`config.mk`:
```
export PLATFORM = sky130hd
export DESIGN_NAME = seg7_scan_driver
export DESIGN_NICKNAME = d
export VERILOG_FILES = /design/src/rtl/seg7_scan_driver.sv
export SDC_FILE = /design/constraint.sdc
export NUM_CORES = 1
export LEC_CHECK = 0
export CORE_MARGIN = 4
export CORE_UTILIZATION = 33
export DETAILED_ROUTE_END_ITERATION = 8
export HOLD_SLACK_MARGIN = 0.12
export PLACE_DENSITY = 0.53
export SETUP_SLACK_MARGIN = 0.2
export SYNTH_ARGS = -nofsm -noshare
export SYNTH_HDL_FRONTEND = slang
export SYNTH_SLANG_ARGS = --single-unit
```
`constraint.sdc`:
```
create_clock -name i_Clk -period 3.9 [get_ports i_Clk]
set_clock_uncertainty 0.15 [all_clocks]
set_input_delay 0.78 -clock i_Clk [delete_from_list [all_inputs] [get_ports i_Clk]]
set_output_delay 0.78 -clock i_Clk [all_outputs]
set_load 0.03 [all_outputs]
```
`src/rtl/seg7_scan_driver.sv`:
```
// Time-multiplexed N-digit 7-segment scan driver with frame-synchronous double-buffered loads.
// Optional leading-zero blanking is enabled by defining SEG7_SCAN_LZB_EN.
module seg7_scan_driver #(
    parameter int NUM_DIGITS       = 4,
    parameter int REFRESH_DIV      = 2500,
    parameter int BLANK_CYCLES     = 4,
    parameter bit SEG_ACTIVE_LOW   = 1'b1,
    parameter bit DIGIT_ACTIVE_LOW = 1'b1
) (
    input  logic                    i_Clk,
    input  logic                    i_Rst_L,
    input  logic                    i_Load,
    input  logic [4*NUM_DIGITS-1:0] i_Value,
    output logic                    o_Load_Ack,
    output logic                    o_Frame_Done,
    output logic [6:0]              o_Segment,
    output logic [NUM_DIGITS-1:0]   o_Digit_En
);

    localparam int CW = $clog2(REFRESH_DIV);
    localparam int DW = (NUM_DIGITS > 1) ? $clog2(NUM_DIGITS) : 1;
    localparam logic [CW-1:0] DIV_LAST  = CW'(REFRESH_DIV - 1);
    localparam logic [CW-1:0] BLANK_END = CW'(BLANK_CYCLES);
    localparam logic [DW-1:0] DIG_LAST  = DW'(NUM_DIGITS - 1);
    localparam logic [6:0]    SEG_OFF   = {7{SEG_ACTIVE_LOW}};
    localparam logic [NUM_DIGITS-1:0] DIG_OFF = {NUM_DIGITS{DIGIT_ACTIVE_LOW}};

    logic [CW-1:0]           div_cnt;
    logic [DW-1:0]           dig_idx;
    logic [4*NUM_DIGITS-1:0] shadow;
    logic [4*NUM_DIGITS-1:0] display;
    logic                    pending;

    logic                    slot_end;
    logic                    frame_end;
    logic [3:0]              nibble;
    logic [6:0]              pattern;
    logic [NUM_DIGITS-1:0]   onehot;

    function automatic logic [6:0] decode(input logic [3:0] hex);
        case (hex)
            4'h0: decode = 7'h7E;
            4'h1: decode = 7'h30;
            4'h2: decode = 7'h6D;
            4'h3: decode = 7'h79;
            4'h4: decode = 7'h33;
            4'h5: decode = 7'h5B;
            4'h6: decode = 7'h5F;
            4'h7: decode = 7'h70;
            4'h8: decode = 7'h7F;
            4'h9: decode = 7'h7B;
            4'hA: decode = 7'h77;
            4'hB: decode = 7'h1F;
            4'hC: decode = 7'h4E;
            4'hD: decode = 7'h3D;
            4'hE: decode = 7'h4F;
            default: decode = 7'h47;
        endcase
    endfunction

    assign slot_end  = (div_cnt == DIV_LAST);
    assign frame_end = slot_end && (dig_idx == DIG_LAST);
    assign nibble    = display[{dig_idx, 2'b00} +: 4];
    assign onehot    = NUM_DIGITS'(1) << dig_idx;

`ifdef SEG7_SCAN_LZB_EN
    // zero_from[k] is set when nibbles k..top of the live value are all zero
    logic [NUM_DIGITS-1:0] zero_from;
    logic                  blank_digit;

    always_comb begin
        zero_from = '0;
        zero_from[NUM_DIGITS-1] = (display[4*NUM_DIGITS-1 -: 4] == 4'h0);
        for (int k = NUM_DIGITS - 2; k >= 0; k--) begin
            zero_from[k] = zero_from[k+1] && (display[4*k +: 4] == 4'h0);
        end
    end

    assign blank_digit = (dig_idx != '0) && zero_from[dig_idx];
    assign pattern     = blank_digit ? 7'h00 : decode(nibble);
`else
    assign pattern = decode(nibble);
`endif

    always_ff @(posedge i_Clk or negedge i_Rst_L) begin
        if (!i_Rst_L) begin
            div_cnt      <= '0;
            dig_idx      <= '0;
            shadow       <= '0;
            display      <= '0;
            pending      <= 1'b0;
            o_Load_Ack   <= 1'b0;
            o_Frame_Done <= 1'b0;
            o_Segment    <= SEG_OFF;
            o_Digit_En   <= DIG_OFF;
        end else begin
            div_cnt <= slot_end ? '0 : div_cnt + 1'b1;
            if (slot_end) begin
                dig_idx <= (dig_idx == DIG_LAST) ? '0 : dig_idx + 1'b1;
            end

            o_Frame_Done <= frame_end;
            o_Load_Ack   <= 1'b0;

            if (i_Load) begin
                shadow <= i_Value;
            end
            // A load coinciding with the boundary bypasses the shadow so the new frame shows it
            if (frame_end) begin
                if (i_Load) begin
                    display    <= i_Value;
                    pending    <= 1'b0;
                    o_Load_Ack <= 1'b1;
                end else if (pending) begin
                    display    <= shadow;
                    pending    <= 1'b0;
                    o_Load_Ack <= 1'b1;
                end
            end else if (i_Load) begin
                pending <= 1'b1;
            end

            o_Segment  <= SEG_ACTIVE_LOW ? ~pattern : pattern;
            o_Digit_En <= (div_cnt < BLANK_END) ? DIG_OFF
                                                : (DIGIT_ACTIVE_LOW ? ~onehot : onehot);
        end
    end

endmodule
```
==> flow_summary.toml, run 1 <==
[layout]
syn_to_final_growth_pct = 20.75
n_antenna_cell = 0
drive_gt1_frac = 0.2876
fin_area_sq_um = 3211
fin_cells = 335
nNetsFinal = 258
n_fill_cell = 754

[timing]
finalHoldViolations = 0
tightest_slew_ns = 0.8020
relSlewSlack = 0.4653
slew_viol_final = 0
period_minus_slack_ns = 2.434
finalSetupViolations = 0
rsz0062_at_grt = "no"
post-route-period-util = 0.6241
fin_tns_setup_ns = 0
clock.fmax_mhz = 410.8

[detailed_routing]
first_pass_iters = 4
wl_per_cell_microns = 14.49
vias_per_cell = 4.573
drc = 0
antenna_left = 0
drtIter0Drc = 38
drt-total-wl_microns = 4853
vias = 1532

[synthesis]
yosys.area.top_type = "dfrtp_1"
ys_types = 32
seq_area_frac_synth = 0.5699
synth_cells = 191
synth_nets = 221
syn_area_per_cell_sq_um = 13.92
synth_top_cells_by_count = "dfrtp_1 (49), mux2_2 (25)"
netlist.area_leader.share = 0.4612
synthFlopType = "dfrtp_1"
syn_area_sq_um = 2659
synth_edf_count = 0
yosysMostFrequentCell = "dfrtp_1"
synth_async_sr_flop_share = 1.000
yosys_register_bits = 60
yosys_warnings = 0
ys_top_cells_by_area = "dfrtp_1 (46%), dfstp_2 (11%), mux2_2 (11%), ha_1 (5.2%), mux2_4 (5.1%)"

[global_route]
track_usage = 0.1107
grt_max_degree = 37
grt.busiest_layer = "met1"
grt_pass1_vias = 1615
grt.met1_usage = 0.1601
antenna_found_initial = 0
grt_util_met3 = 0.02786
grt_pass1_wl_microns = 8266
met2_usage = 0.1476
grt_overflow = 0

[setup_path]
worst-path-buf-inv = 1
max_stage_delay_ns = 0.66
cp_max_fo = 1
r2r.worst_path.cells = 5
cp_slowest_cell = "clkdlybuf4s50_1"
critPathRequiredTime_ns = 2.97
crit_type = "register to output pin"
endpoint_kind = "output pin"
critPathTopFamily = "buffers and inverters"
cp.arrival_ns = 1.50
crit_chain = "clkdlybuf4s50_1"
cp.depth = 1
startpoint_type = "register"

[place]
place.gp.congestion = 0.7830
dp.cells = 319
dpl.hpwl_microns = 3333
placed_cell_area_sq_um = 3057
io_buffers = 31

[pwr]
p_leak_nw = 1.458
power_density_nw_per_um2 = 360.1
ir_worst_vdd_mv = 0.1412
power.total_w = 0.001156

[clock_tree]
cts.htree.levels = 3
tritoncts = "yes"
path_clk_slew_ns = 0.07
clockBufferDepth = 2
post_cts_buffers = 0
clock-root-buffer = "clkbuf_8"
clk_latency_ns = 0.32
cts.sinks = 60
cts_buffers = 9
holdBufCountCts = 0
post_cts_resized = 0

[outcome]
status = "finished clean"

[die]
die_w_microns = 97.76
die-height_microns = 97.76
initial_core_util = 0.3423
core_sq_um = 7767
num_io_pins = 32
row_count = 32
dieArea_sq_um = 9557

[run]
drv_cap = 0

[min_path]
min_path_cells = 2
worst_hold_path_type = "register to register"
[report_power, final]
part | switching (W) | internal, W
sequential | 0.00000364 | 0.000639
clock | 0.000226 | 0.000228
combinational | 0.0000269 | 0.0000319
[cell usage in the layout, fill, tap and decap left out, drive strengths merged]
cell type	count
xnor2	6
a21oi	1
and4	3
nor2	11
mux2	34
buf	3
o31ai	1
and3	3
a22o	1
inv	7
dfstp	11
clkdlybuf4s50	30
ha	11
nand3b	1
nor4	2
clkbuf	13
o21ai	3
nand3	5
xor2	4
a22oi	1
dfrtp	49
nand2	11
mux4	4
o22ai	3
nand2b	1
nand4	4
nor2b	3
o21a	3
and2	1
clkinv	3
[state kept, by name, indices dropped and copies added (netlist names)]
| register | flops |
|---|---|
| o_Segment | 7 |
| pending | 1 |
| dig_idx | 2 |
| div_cnt | 12 |
| display | 16 |
| o_Load_Ack | 1 |
| o_Frame_Done | 1 |
| o_Digit_En | 4 |
| shadow | 16 |
[metal layers]
metal	wire length, microns	vias to the layer above
met5	0	-
met4	53	0
met3	196	6
met2	2061	29
met1	2542	754
li1	-	743
[path summary, 6_finish.rpt]
path | from | end | slack, ns
worst min-delay path | pending | pending | 0.33
min in group asynchronous | i_Rst_L | div_cnt[10] | 0.40
max in group asynchronous | i_Rst_L | o_Digit_En[1] | 2.32
worst max-delay path | o_Digit_En[0] | o_Digit_En[0] | 1.47
worst min register to register | pending | pending | 0.33
worst max register to register | div_cnt[0] | display[2] | 1.65
[kinds of logic after synthesis]
kind of cell / after synthesis / synth area share
simple gates: 45 / 0.09412
fa+ha+maj: 11 / 0.05176
xor+xnor: 10 / 0.03294
flops: 60 / 0.5699
buf+inv: 14 / 0.02870
mux: 38 / 0.1906
compound gates: 13 / 0.03200
[cell type report]
cell class / count / area (sq um) / share of cell area
multi-input combinational: 117 / 1067 / 0.3324
timing repair buffer: 33 / 320.3 / 0.09977
clock inverter: 3 / 15.01 / 0.004677
clock buffer: 13 / 138.9 / 0.04326
sequential: 60 / 1515 / 0.4719
tap: 102 / 127.6 / 0.03975
inverter: 7 / 26.28 / 0.008184
[per-stage QoR]
step           hold WS (ns)    util  worst slack [ns]
2_1_floorplan        0.2973       -             1.721
3_3_place_gp         0.3230  0.3935             1.269
3_5_place_dp         0.3212  0.3935             1.232
4_1_cts              0.3380  0.4133             1.438
5_1_grt              0.3597  0.4133             1.414
6_report             0.3271  0.4133             1.466
Power figures use the tool's default switching activity.
==> run 2, diff against run 1 <==
==> constraint.sdc (replaced) <==
create_clock -name i_Clk -period 2.4 [get_ports i_Clk]
set_clock_uncertainty 0.15 [all_clocks]
set_input_delay 0.48 -clock i_Clk [delete_from_list [all_inputs] [get_ports i_Clk]]
set_output_delay 0.48 -clock i_Clk [all_outputs]
set_load 0.03 [all_outputs]
==> run 2 against run 1 <==
Effect of this change:
- die area did not move
- via count rose by 0.78%
- cell area rose by 2.8%
- largest power group unchanged
- sequential cell count did not move
- largest cell class unchanged
- critical path type unchanged
- combinational power rose by 67%
- critical path depth did not move
- wire length rose by 1.3%
==> flow_summary.toml, run 2 (same netlist as run 1, synthesis figures left out) <==
[timing]
clock.fmax_mhz = 465.7
fin_tns_setup_ns = 0
slew_viol_final = 0
tightest_slew_ns = 0.4218
finalHoldViolations = 0
finalSetupViolations = 0
post-route-period-util = 0.8947
rsz0062_at_grt = "no"
period_minus_slack_ns = 2.147
relSlewSlack = 0.7188

[setup_path]
critPathRequiredTime_ns = 1.77
cp_slowest_cell = "clkdlybuf4s50_1"
startpoint_type = "register"
critPathTopFamily = "buffers and inverters"
r2r_setup_slack_ns = 0.38
endpoint = "o_Digit_En[1]"
crit_type = "register to output pin"
r2r-start = "div_cnt[0]"
worst-path-buf-inv = 1
crit_chain = "clkdlybuf4s50_1"
max_stage_delay_ns = 0.66
endpoint_kind = "output pin"
cp.depth = 1
cp_max_fo = 1
r2r.worst_path.cells = 5
cp.arrival_ns = 1.52
crit_start = "o_Digit_En[1]"
r2r-end = "display[2]"

[clock_tree]
clk_latency_ns = 0.33
cts.sinks = 60
clock-root-buffer = "clkbuf_8"
cts_buffers = 9
post_cts_buffers = 0
clockBufferDepth = 2
tritoncts = "yes"
path_clk_slew_ns = 0.06
cts.htree.levels = 3

[detailed_routing]
wl_per_cell_microns = 14.51
vias_per_cell = 4.555
first_pass_iters = 4
antenna_left = 0
drc = 0
drt-total-wl_microns = 4918
vias = 1544
drtIter0Drc = 43

[layout]
multi_input_area_sq_um = 1067
seqCellArea_sq_um = 1515
reg.largest.list = "display x16, shadow x16, div_cnt x12"
nNetsFinal = 262
final_cell_mix = "dfrtp_1 (49), clkdlybuf4s50_1 (29), mux2_2 (25)"
drive_gt1_frac = 0.2996
n_fill_cell = 747
final_common_cell = "dfrtp_1"
fin_cells = 339
syn_to_final_growth_pct = 24.19
n_antenna_cell = 0

[place]
dp.cells = 322
place.gp.congestion = 0.7847
dpl.hpwl_microns = 3245
io_buffers = 31

[die]
dieArea_sq_um = 9557
die-height_microns = 97.76
die_w_microns = 97.76
core_sq_um = 7767
initial_core_util = 0.3423
row_count = 32
num_io_pins = 32

[outcome]
status = "finished clean"

[global_route]
grt_pass1_vias = 1696
grt_util_met3 = 0.03857
antenna_found_initial = 0
met2_usage = 0.1608
track_usage = 0.1124
grt.met1_usage = 0.1498
grt_pass1_wl_microns = 8383
grt_max_degree = 45
grt.busiest_layer = "met2"
grt_overflow = 0

[pwr]
power.total_w = 0.002055
clockPowerShare = 0.444
pwr-share-seq = 0.508
combPwrFrac = 0.048
swShare = 0.2069
p_leak_nw = 1.502
power_density_nw_per_um2 = 622.4
power_switching_w = 0.0004251
ir_worst_vdd_mv = 0.2410
intPower_w = 0.001630

[min_path]
worst_hold_path_type = "register to register"

[run]
drv_cap = 0
## run 2: worst min-delay path by stage
stage / start / endpoint / slack, ns / depth (start not counted)
2_1_floorplan: i_Rst_L / dig_idx[0] / 0.03 / 0
3_3_place_gp: i_Rst_L / shadow[1] / 0.31 / 1
3_5_place_dp: i_Rst_L / shadow[1] / 0.30 / 1
4_1_cts: pending / pending / 0.35 / 2
5_1_grt: shadow[2] / shadow[2] / 0.36 / 1
6_report: pending / pending / 0.34 / 2
## run 2: stage by stage
step | instance area, sq um | hold WS [ns] | worst slack [ns] | util
2_1_floorplan | 2659 | 0.03441 | 0.4756 | -
3_3_place_gp | 3092 | 0.3055 | 0.2535 | 0.3980
3_5_place_dp | 3092 | 0.3019 | 0.2444 | 0.3980
4_1_cts | 3299 | 0.3505 | 0.2146 | 0.4248
5_1_grt | 3302 | 0.3618 | 0.2030 | 0.4251
6_report | 3302 | 0.3406 | 0.2527 | 0.4251
## run 2: timing repair
item / CTS / global route
endpoints found under the setup margin: 0 / 1
hold buffers: 1 / 0
resized for setup: 0 / 1
hold endpoints to repair: 9 / 0
## run 2: final cells by class
type | count | share of cell area
clock inverter | 2 | 0.01061
inverter | 7 | 0.007958
timing repair buffer | 37 | 0.1114
clock buffer | 14 | 0.04926
multi-input combinational | 117 | 0.3232
tap | 102 | 0.03865
sequential | 60 | 0.4589
## run 2: power groups by stage
stage / Sequential, W / Clock [W] / Combinational (W)
floorplan: 0.00106 / 0 / 0.0000387
global placement: 0.00106 / 0 / 0.0000998
detailed placement: 0.00106 / 0 / 0.000100
CTS: 0.00104 / 0.000954 / 0.000102
global route: 0.00105 / 0.000999 / 0.000110
finish: 0.00104 / 0.000912 / 0.0000980
## run 2: worst register-to-register path, cell delays in order, from the launching register on
cell and delay (ns):
dfrtp_1 0.42, ha_1 0.20, and4_1 0.19, and4_4 0.25, nand3b_4 0.29, mux2_4 0.41
## run 2: layer usage
layer	up-vias	routed length, microns
li1	744	-
met1	758	2322
met4	0	83
met3	8	248
met2	34	2264
met5	-	0
